==> src/rtl/pipe_hazard_ctrl_if.sv <==
// ---------------------------------------------------------------------------
// pipe_hazard_ctrl_if
// Bundles the pipeline-side signals exchanged with the hazard controller:
//   - ID/EX hazard information (register indices, load/branch/JALR flags)
//   - data-cache miss handshake (dmiss_req level, dmiss_done pulse)
//   - bubble (hold) / flush (clear) controls for the IF, ID/EX, EX/MEM and
//     MEM/WB segment registers
// Modports:
//   master : the pipeline datapath (drives hazard info, receives controls)
//   slave  : the hazard controller (receives hazard info, drives controls)
// ---------------------------------------------------------------------------
interface pipe_hazard_ctrl_if;
  logic [4:0] reg1_srcD;
  logic [4:0] reg2_srcD;
  logic [4:0] reg_dstE;
  logic       mem_rdE;
  logic       br_instE;
  logic       br_takenE;
  logic       predict_brE;
  logic       jalrE;
  logic       dmiss_req;
  logic       dmiss_done;
  logic       bubbleF;
  logic       flushF;
  logic       bubbleD;
  logic       flushD;
  logic       bubbleE;
  logic       flushE;
  logic       bubbleM;
  logic       flushM;
  logic       bubbleW;
  logic       flushW;

  modport master (
    output reg1_srcD, reg2_srcD, reg_dstE, mem_rdE, br_instE, br_takenE,
           predict_brE, jalrE, dmiss_req, dmiss_done,
    input  bubbleF, flushF, bubbleD, flushD, bubbleE, flushE,
           bubbleM, flushM, bubbleW, flushW
  );

  modport slave (
    input  reg1_srcD, reg2_srcD, reg_dstE, mem_rdE, br_instE, br_takenE,
           predict_brE, jalrE, dmiss_req, dmiss_done,
    output bubbleF, flushF, bubbleD, flushD, bubbleE, flushE,
           bubbleM, flushM, bubbleW, flushW
  );
endinterface

==> src/rtl/pipe_hazard_ctrl.sv <==
// ---------------------------------------------------------------------------
// pipe_hazard_ctrl
// Hazard and sequencing controller for a 5-stage RV32I pipeline. It resolves
// data-cache miss stalls, branch mispredict / JALR redirects and load-use
// hazards (in that priority) and keeps saturating performance counters.
// Ports:
//   clk, rst_n  : core clock, asynchronous active-low reset
//   clr_cnt     : synchronous clear of all performance counters
//   hz          : hazard info in, segment-register bubble/flush out
//   br_cnt      : branches that left EX
//   mispred_cnt : mispredicted branches plus JALR redirects that left EX
//   stall_cnt   : cycles with bubbleF asserted
// Controls are combinational in the state and current inputs so the
// pipeline reacts in the same cycle the hazard is visible.
// ---------------------------------------------------------------------------
module pipe_hazard_ctrl #(
  parameter int CNT_W = 32
) (
  input  logic                clk,
  input  logic                rst_n,
  input  logic                clr_cnt,
  pipe_hazard_ctrl_if.slave   hz,
  output logic [CNT_W-1:0]    br_cnt,
  output logic [CNT_W-1:0]    mispred_cnt,
  output logic [CNT_W-1:0]    stall_cnt
);

  typedef enum logic [1:0] {
    RUN     = 2'd0,
    MISS    = 2'd1,
    RELEASE = 2'd2
  } state_t;

  state_t           state_r;
  state_t           state_nxt_s;
  logic             miss_stall_s;
  logic             mispred_s;
  logic             loaduse_s;
  logic [9:0]       ctrl_s;
  logic [CNT_W-1:0] br_cnt_r;
  logic [CNT_W-1:0] mispred_cnt_r;
  logic [CNT_W-1:0] stall_cnt_r;

  // Increment that sticks at all-ones instead of wrapping.
  function automatic logic [CNT_W-1:0] sat_inc(input logic [CNT_W-1:0] val,
                                               input logic             en);
    logic [CNT_W-1:0] res;
    if (en && (val != {CNT_W{1'b1}})) begin
      res = val + {{(CNT_W-1){1'b0}}, 1'b1};
    end else begin
      res = val;
    end
    return res;
  endfunction

  // Miss sequencing state register.
  always_ff @(posedge clk or negedge rst_n) begin
    if (!rst_n) begin
      state_r <= RUN;
    end else begin
      state_r <= state_nxt_s;
    end
  end

  // Next-state: a done pulse is only honoured once the FSM is already in
  // MISS, so a done coincident with a new request is dropped.
  always_comb begin
    state_nxt_s = state_r;
    case (state_r)
      RUN: begin
        if (hz.dmiss_req) begin
          state_nxt_s = MISS;
        end else begin
          state_nxt_s = RUN;
        end
      end
      MISS: begin
        if (hz.dmiss_done) begin
          state_nxt_s = RELEASE;
        end else begin
          state_nxt_s = MISS;
        end
      end
      RELEASE: state_nxt_s = RUN;
      default: state_nxt_s = RUN;
    endcase
  end

  // Hazard classification. RELEASE ignores dmiss_req so refilled MEM data
  // can settle; during a miss stall EX is frozen, so mispredict and
  // load-use are re-evaluated once the stall ends.
  always_comb begin
    miss_stall_s = ((state_r == RUN) && hz.dmiss_req) || (state_r == MISS);
    mispred_s    = !miss_stall_s &&
                   ((hz.br_instE && (hz.br_takenE != hz.predict_brE)) || hz.jalrE);
    loaduse_s    = !miss_stall_s && !mispred_s && hz.mem_rdE &&
                   (hz.reg_dstE != 5'd0) &&
                   ((hz.reg_dstE == hz.reg1_srcD) || (hz.reg_dstE == hz.reg2_srcD));
  end

  // Control vector {bF,fF,bD,fD,bE,fE,bM,fM,bW,fW}; all zero while in reset.
  always_comb begin
    ctrl_s = 10'b00_0000_0000;
    if (!rst_n) begin
      ctrl_s = 10'b00_0000_0000;
    end else if (miss_stall_s) begin
      ctrl_s = 10'b10_1010_1001;
    end else if (mispred_s) begin
      ctrl_s = 10'b00_0101_0000;
    end else if (loaduse_s) begin
      ctrl_s = 10'b10_1001_0000;
    end else begin
      ctrl_s = 10'b00_0000_0000;
    end
  end

  assign hz.bubbleF = ctrl_s[9];
  assign hz.flushF  = ctrl_s[8];
  assign hz.bubbleD = ctrl_s[7];
  assign hz.flushD  = ctrl_s[6];
  assign hz.bubbleE = ctrl_s[5];
  assign hz.flushE  = ctrl_s[4];
  assign hz.bubbleM = ctrl_s[3];
  assign hz.flushM  = ctrl_s[2];
  assign hz.bubbleW = ctrl_s[1];
  assign hz.flushW  = ctrl_s[0];

  // Performance counters: branch/mispredict counts only when EX advances
  // (bubbleE low); clear wins over any increment.
  always_ff @(posedge clk or negedge rst_n) begin
    if (!rst_n) begin
      br_cnt_r      <= {CNT_W{1'b0}};
      mispred_cnt_r <= {CNT_W{1'b0}};
      stall_cnt_r   <= {CNT_W{1'b0}};
    end else if (clr_cnt) begin
      br_cnt_r      <= {CNT_W{1'b0}};
      mispred_cnt_r <= {CNT_W{1'b0}};
      stall_cnt_r   <= {CNT_W{1'b0}};
    end else begin
      br_cnt_r      <= sat_inc(br_cnt_r, !ctrl_s[5] && hz.br_instE);
      mispred_cnt_r <= sat_inc(mispred_cnt_r, !ctrl_s[5] && mispred_s);
      stall_cnt_r   <= sat_inc(stall_cnt_r, ctrl_s[9]);
    end
  end

  assign br_cnt      = br_cnt_r;
  assign mispred_cnt = mispred_cnt_r;
  assign stall_cnt   = stall_cnt_r;

endmodule

==> src/flat_wrapper.sv <==
// flat-port wrapper written by rule: the top's interface ports become plain ports
module pipe_hazard_ctrl_flat 
#(
  parameter int CNT_W = 32
)
  (clk, rst_n, clr_cnt, br_cnt, mispred_cnt, stall_cnt, hz_reg1_srcD, hz_reg2_srcD, hz_reg_dstE, hz_mem_rdE, hz_br_instE, hz_br_takenE, hz_predict_brE, hz_jalrE, hz_dmiss_req, hz_dmiss_done, hz_bubbleF, hz_flushF, hz_bubbleD, hz_flushD, hz_bubbleE, hz_flushE, hz_bubbleM, hz_flushM, hz_bubbleW, hz_flushW);
  pipe_hazard_ctrl_if hz_i ();
  input  logic clk;
  input  logic rst_n;
  input  logic clr_cnt;
  output logic [CNT_W-1:0] br_cnt;
  output logic [CNT_W-1:0] mispred_cnt;
  output logic [CNT_W-1:0] stall_cnt;
  input wire logic [$bits(hz_i.reg1_srcD)-1:0] hz_reg1_srcD;
  input wire logic [$bits(hz_i.reg2_srcD)-1:0] hz_reg2_srcD;
  input wire logic [$bits(hz_i.reg_dstE)-1:0] hz_reg_dstE;
  input wire logic [$bits(hz_i.mem_rdE)-1:0] hz_mem_rdE;
  input wire logic [$bits(hz_i.br_instE)-1:0] hz_br_instE;
  input wire logic [$bits(hz_i.br_takenE)-1:0] hz_br_takenE;
  input wire logic [$bits(hz_i.predict_brE)-1:0] hz_predict_brE;
  input wire logic [$bits(hz_i.jalrE)-1:0] hz_jalrE;
  input wire logic [$bits(hz_i.dmiss_req)-1:0] hz_dmiss_req;
  input wire logic [$bits(hz_i.dmiss_done)-1:0] hz_dmiss_done;
  output wire logic [$bits(hz_i.bubbleF)-1:0] hz_bubbleF;
  output wire logic [$bits(hz_i.flushF)-1:0] hz_flushF;
  output wire logic [$bits(hz_i.bubbleD)-1:0] hz_bubbleD;
  output wire logic [$bits(hz_i.flushD)-1:0] hz_flushD;
  output wire logic [$bits(hz_i.bubbleE)-1:0] hz_bubbleE;
  output wire logic [$bits(hz_i.flushE)-1:0] hz_flushE;
  output wire logic [$bits(hz_i.bubbleM)-1:0] hz_bubbleM;
  output wire logic [$bits(hz_i.flushM)-1:0] hz_flushM;
  output wire logic [$bits(hz_i.bubbleW)-1:0] hz_bubbleW;
  output wire logic [$bits(hz_i.flushW)-1:0] hz_flushW;
  assign hz_i.reg1_srcD = hz_reg1_srcD;
  assign hz_i.reg2_srcD = hz_reg2_srcD;
  assign hz_i.reg_dstE = hz_reg_dstE;
  assign hz_i.mem_rdE = hz_mem_rdE;
  assign hz_i.br_instE = hz_br_instE;
  assign hz_i.br_takenE = hz_br_takenE;
  assign hz_i.predict_brE = hz_predict_brE;
  assign hz_i.jalrE = hz_jalrE;
  assign hz_i.dmiss_req = hz_dmiss_req;
  assign hz_i.dmiss_done = hz_dmiss_done;
  assign hz_bubbleF = hz_i.bubbleF;
  assign hz_flushF = hz_i.flushF;
  assign hz_bubbleD = hz_i.bubbleD;
  assign hz_flushD = hz_i.flushD;
  assign hz_bubbleE = hz_i.bubbleE;
  assign hz_flushE = hz_i.flushE;
  assign hz_bubbleM = hz_i.bubbleM;
  assign hz_flushM = hz_i.flushM;
  assign hz_bubbleW = hz_i.bubbleW;
  assign hz_flushW = hz_i.flushW;
  pipe_hazard_ctrl #(.CNT_W(CNT_W)) u_core (.clk(clk), .rst_n(rst_n), .clr_cnt(clr_cnt), .hz(hz_i), .br_cnt(br_cnt), .mispred_cnt(mispred_cnt), .stall_cnt(stall_cnt));
endmodule
==> config.mk <==
export PLATFORM = sky130hd
export DESIGN_NAME = pipe_hazard_ctrl_flat
export DESIGN_NICKNAME = d
export VERILOG_FILES = /design/src/rtl/pipe_hazard_ctrl_if.sv /design/src/rtl/pipe_hazard_ctrl.sv /design/src/flat_wrapper.sv
export SDC_FILE = /design/constraint.sdc
export NUM_CORES = 1
export LEC_CHECK = 0
export ABC_CLOCK_PERIOD_IN_PS = 3210
export BUFFER_PORTS_ARGS = -buffer_cell sky130_fd_sc_hd__clkbuf_2
export CORE_MARGIN = 3
export CORE_UTILIZATION = 59
export DETAILED_ROUTE_END_ITERATION = 16
export PLACE_DENSITY = 0.86
export REMOVE_ABC_BUFFERS = 1
export SLEW_MARGIN = 20
export SYNTH_ARGS = -nofsm -noshare
export SYNTH_HDL_FRONTEND = slang
export SYNTH_SLANG_ARGS = --single-unit
==> constraint.sdc <==
create_clock -name clk -period 3.21 [get_ports clk]
set_input_delay 0.321 -clock clk [delete_from_list [all_inputs] [get_ports clk]]
set_output_delay 0.321 -clock clk [all_outputs]
set_load 0.02 [all_outputs]
==> results.sh <==
export IMPL_place_gp_congestion=0.8711
export IMPL_power_leakage_nw=2.940
export IMPL_fin_skew_ps=13.49
export IMPL_numCtsBuffers=9
export IMPL_viasPerCell=6.046
export IMPL_yosysWarnings=0
export IMPL_start_util=0.6152
export IMPL_ys_flop_type="dfrtp_1"
export IMPL_switching_share=0.2819
export IMPL_ir_worst_vdd_mv=0.2454
export IMPL_clkPwrFrac=0.343
export IMPL_boundaryPins=131
export IMPL_cts_sink_count=98
export IMPL_finalMaxSlewViolations=0
export IMPL_grt_overflow=0
export IMPL_hold_worst_slack_ps=150.6
export IMPL_worstPathArrival_ps=2330
export IMPL_route_detailed_drc=0
export IMPL_cp_required_ps=2890
export IMPL_holdBufCountCts=1
export IMPL_synth_seq_area_share=0.4274
export IMPL_syn_area_um2=5738
export IMPL_rsz0062_at_grt="no"
export IMPL_cts_root_buffer_cell="clkbuf_8"
export IMPL_synth_distinct_cells=66
export IMPL_p_seq_frac=0.531
export IMPL_max_slew_worst_pin_slew_ps=842.6
export IMPL_cts_buffer_depth=2
export IMPL_grt_util_all_layers=0.2570
export IMPL_synthArstFlopShare=1.000
export IMPL_syn_to_final_growth_pct=15.94
export IMPL_end_kind="output pin"
export IMPL_rows=35
export IMPL_m1WireLength_um=6020
export IMPL_powerDensity_nw_per_um2=361.8
export IMPL_h_tree_depth=3
export IMPL_max_freq_mhz=376.9
export IMPL_grt_start_max_net_pins=69
export IMPL_slew_headroom=0.4383
export IMPL_comb_power_share=0.126
export IMPL_final_setup_viol_count=0
export IMPL_antenna_found_initial=0
export IMPL_hold_viol=0
export IMPL_synthCells=610
export IMPL_grt_pass1_vias=5045
export IMPL_die_width_um=104.6
export IMPL_drtIter0Drc=193
export IMPL_min_period_over_period=0.8266
export IMPL_antennaDiodeCount=0
export IMPL_die_area_um2=10940
export IMPL_path_max_fanout=36
export IMPL_yosys_register_bits=98
export IMPL_final_nets=757
export IMPL_wl_per_cell_um=16.19
export IMPL_avgSynthCellArea_um2=9.407
export IMPL_clk_pin_slew_ps=90
export IMPL_clk_latency_ps=360
export IMPL_switchingPower_w=0.0006786
export IMPL_final_setup_tns_ps=0
export IMPL_critical_path_class="in2out"
export IMPL_dp_hpwl_um=9996
export IMPL_route_top_layer_used="met4"
export IMPL_drt_wl_total_um=13970
export IMPL_postCtsSetupBuffers=0
export IMPL_core_area_um2=9328
export IMPL_io_buffers=127
export IMPL_cp_start_kind="primary input"
export IMPL_postCtsResizedCells=0
export IMPL_final_antenna_net_count=0
export IMPL_vias=5218
export IMPL_hold_class="in2reg"
export IMPL_synth_edf_count=0
export IMPL_period_needed_ps=2653
export IMPL_drive_gt1_frac=0.2507
export IMPL_route_met3_wl_um=906
export IMPL_drv_cap=0
export IMPL_power_internal_w=0.001729
export IMPL_wl_met2_um=6897
export IMPL_cts_tree="built"
export IMPL_dr_pass1_iters=5
export IMPL_grt_pass1_wl_um=23690
export IMPL_status="completed"
export IMPL_die_height_um=104.6
## power groups by stage
stage | combinational [W] | clock, W | sequential (W)
global placement | 0.000294 | 0 | 0.00130
CTS | 0.000305 | 0.000846 | 0.00128
global route | 0.000333 | 0.000891 | 0.00128
detailed placement | 0.000303 | 0 | 0.00130
floorplan | 0.000152 | 0 | 0.00131
finish | 0.000303 | 0.000825 | 0.00128
## sequential cells by signal (all words and copies together), names as in the netlist
signal and cells:
u_core.mispred_cnt 32, u_core.stall_cnt 32, u_core.br_cnt 32, u_core.state_r 2
## worst max-delay path, stage by stage
cell	delay (ps)
dlygate4sd3_1	550
buf_4	190
nand2_2	170
inv_1	170
a31oi_4	270
a21o_4	330
inv_1	140
clkbuf_2	180
## synthesized netlist by cell type (3+ instances only)
cell | n | area share
and3_1 | 17 | 0.019
or3_1 | 17 | 0.019
mux2_2 | 6 | 0.012
o31ai_1 | 15 | 0.020
clkbuf_1 | 16 | 0.010
xnor2_1 | 21 | 0.032
nand2_1 | 29 | 0.019
nor2_1 | 73 | 0.048
a2111oi_0 | 3 | 0.0046
buf_6 | 4 | 0.0078
nor2b_1 | 10 | 0.011
nand4_1 | 30 | 0.033
and4_1 | 12 | 0.018
nand3_1 | 47 | 0.041
o21ai_0 | 17 | 0.015
xor2_1 | 38 | 0.058
or4_1 | 18 | 0.024
dfrtp_1 | 98 | 0.43
nor4b_2 | 4 | 0.010
nor4_1 | 5 | 0.0055
a21oi_1 | 38 | 0.033
nand4_2 | 4 | 0.0087
nor3b_1 | 3 | 0.0039
inv_1 | 13 | 0.0085
buf_4 | 8 | 0.010
ha_1 | 3 | 0.0065
nor3_1 | 14 | 0.012
## path summary, 6_finish.rpt
kind | startpoint | to | slack (ps) | cells after the start
max | rst_n | hz_bubbleF | 560 | 8
min | hz_dmiss_done | u_core.state_r[0] | 150 | 2
max reg2reg | u_core.mispred_cnt[0] | u_core.mispred_cnt[0] | 700 | 7
min reg2reg | u_core.state_r[1] | u_core.state_r[1] | 450 | 1
max in group asynchronous | rst_n | u_core.stall_cnt[12] | 1820 | 3
min in group asynchronous | rst_n | u_core.br_cnt[4] | 350 | 2
## logic make-up (layout without fill, tap and decap cells)
| logic type | count (synthesis) | count (layout) | synth area share |
|---|---|---|---|
| AO/OA/AOI/OAI | 95 | 95 | 0.1123 |
| XOR/XNOR | 59 | 59 | 0.09006 |
| adder cells (fa/ha/maj) | 3 | 3 | 0.006542 |
| buffers and inverters | 42 | 164 | 0.03816 |
| flip-flops | 98 | 98 | 0.4274 |
| multiplexers | 9 | 9 | 0.01897 |
| other | 1 | 3 | 0.0006535 |
| AND/OR/NAND/NOR | 303 | 303 | 0.3059 |
## per-stage QoR
step	util	instance area, um^2	std cells	total power (W)	worst slack [ps]
2_1_floorplan	-	5575	583	0.001464	279.1
3_3_place_gp	0.6900	6436	846	0.001594	848.5
3_5_place_dp	0.6900	6436	846	0.001606	743.0
4_1_cts	0.7129	6650	863	0.002429	583.2
5_1_grt	0.7132	6653	863	0.002507	472.5
6_report	0.7132	6653	863	0.002407	556.5
## layer usage
layer / global-route usage / vias to the layer above
met5: 0 / -
met4: 0.08060 / 0
met3: 0.04880 / 14
met2: 0.4230 / 189
met1: 0.3459 / 2530
li1: - / 2485
## layout by cell type, fill, tap and decap left out, types with 3 or more instances in the layout
cell,count
and4_1,12
dfrtp_1,98
o21ai_0,17
nor4b_2,4
clkbuf_2,125
buf_4,9
nand2_1,29
nor3b_1,3
a2111oi_0,3
xnor2_1,21
or4_1,18
nand4_2,4
and3_1,17
nor2b_1,10
conb_1,3
or3_1,17
nor4_4,3
a21oi_1,38
o31ai_1,15
nor2_1,73
ha_1,3
nand4_1,30
nor4_1,5
xor2_1,38
inv_1,13
mux2_2,6
clkbuf_8,10
nor3_1,14
nand3_1,47
## area by class of cell
class                      instances  area [um^2]
clock buffer                      11        141.4
timing repair buffer             135        703.2
inverter                          13        48.80
clock inverter                     5        62.56
sequential                        98         2452
multi-input combinational        472         3083
tap                              129        161.4
fill                             731         2675
Power figures use the tool's default switching activity.
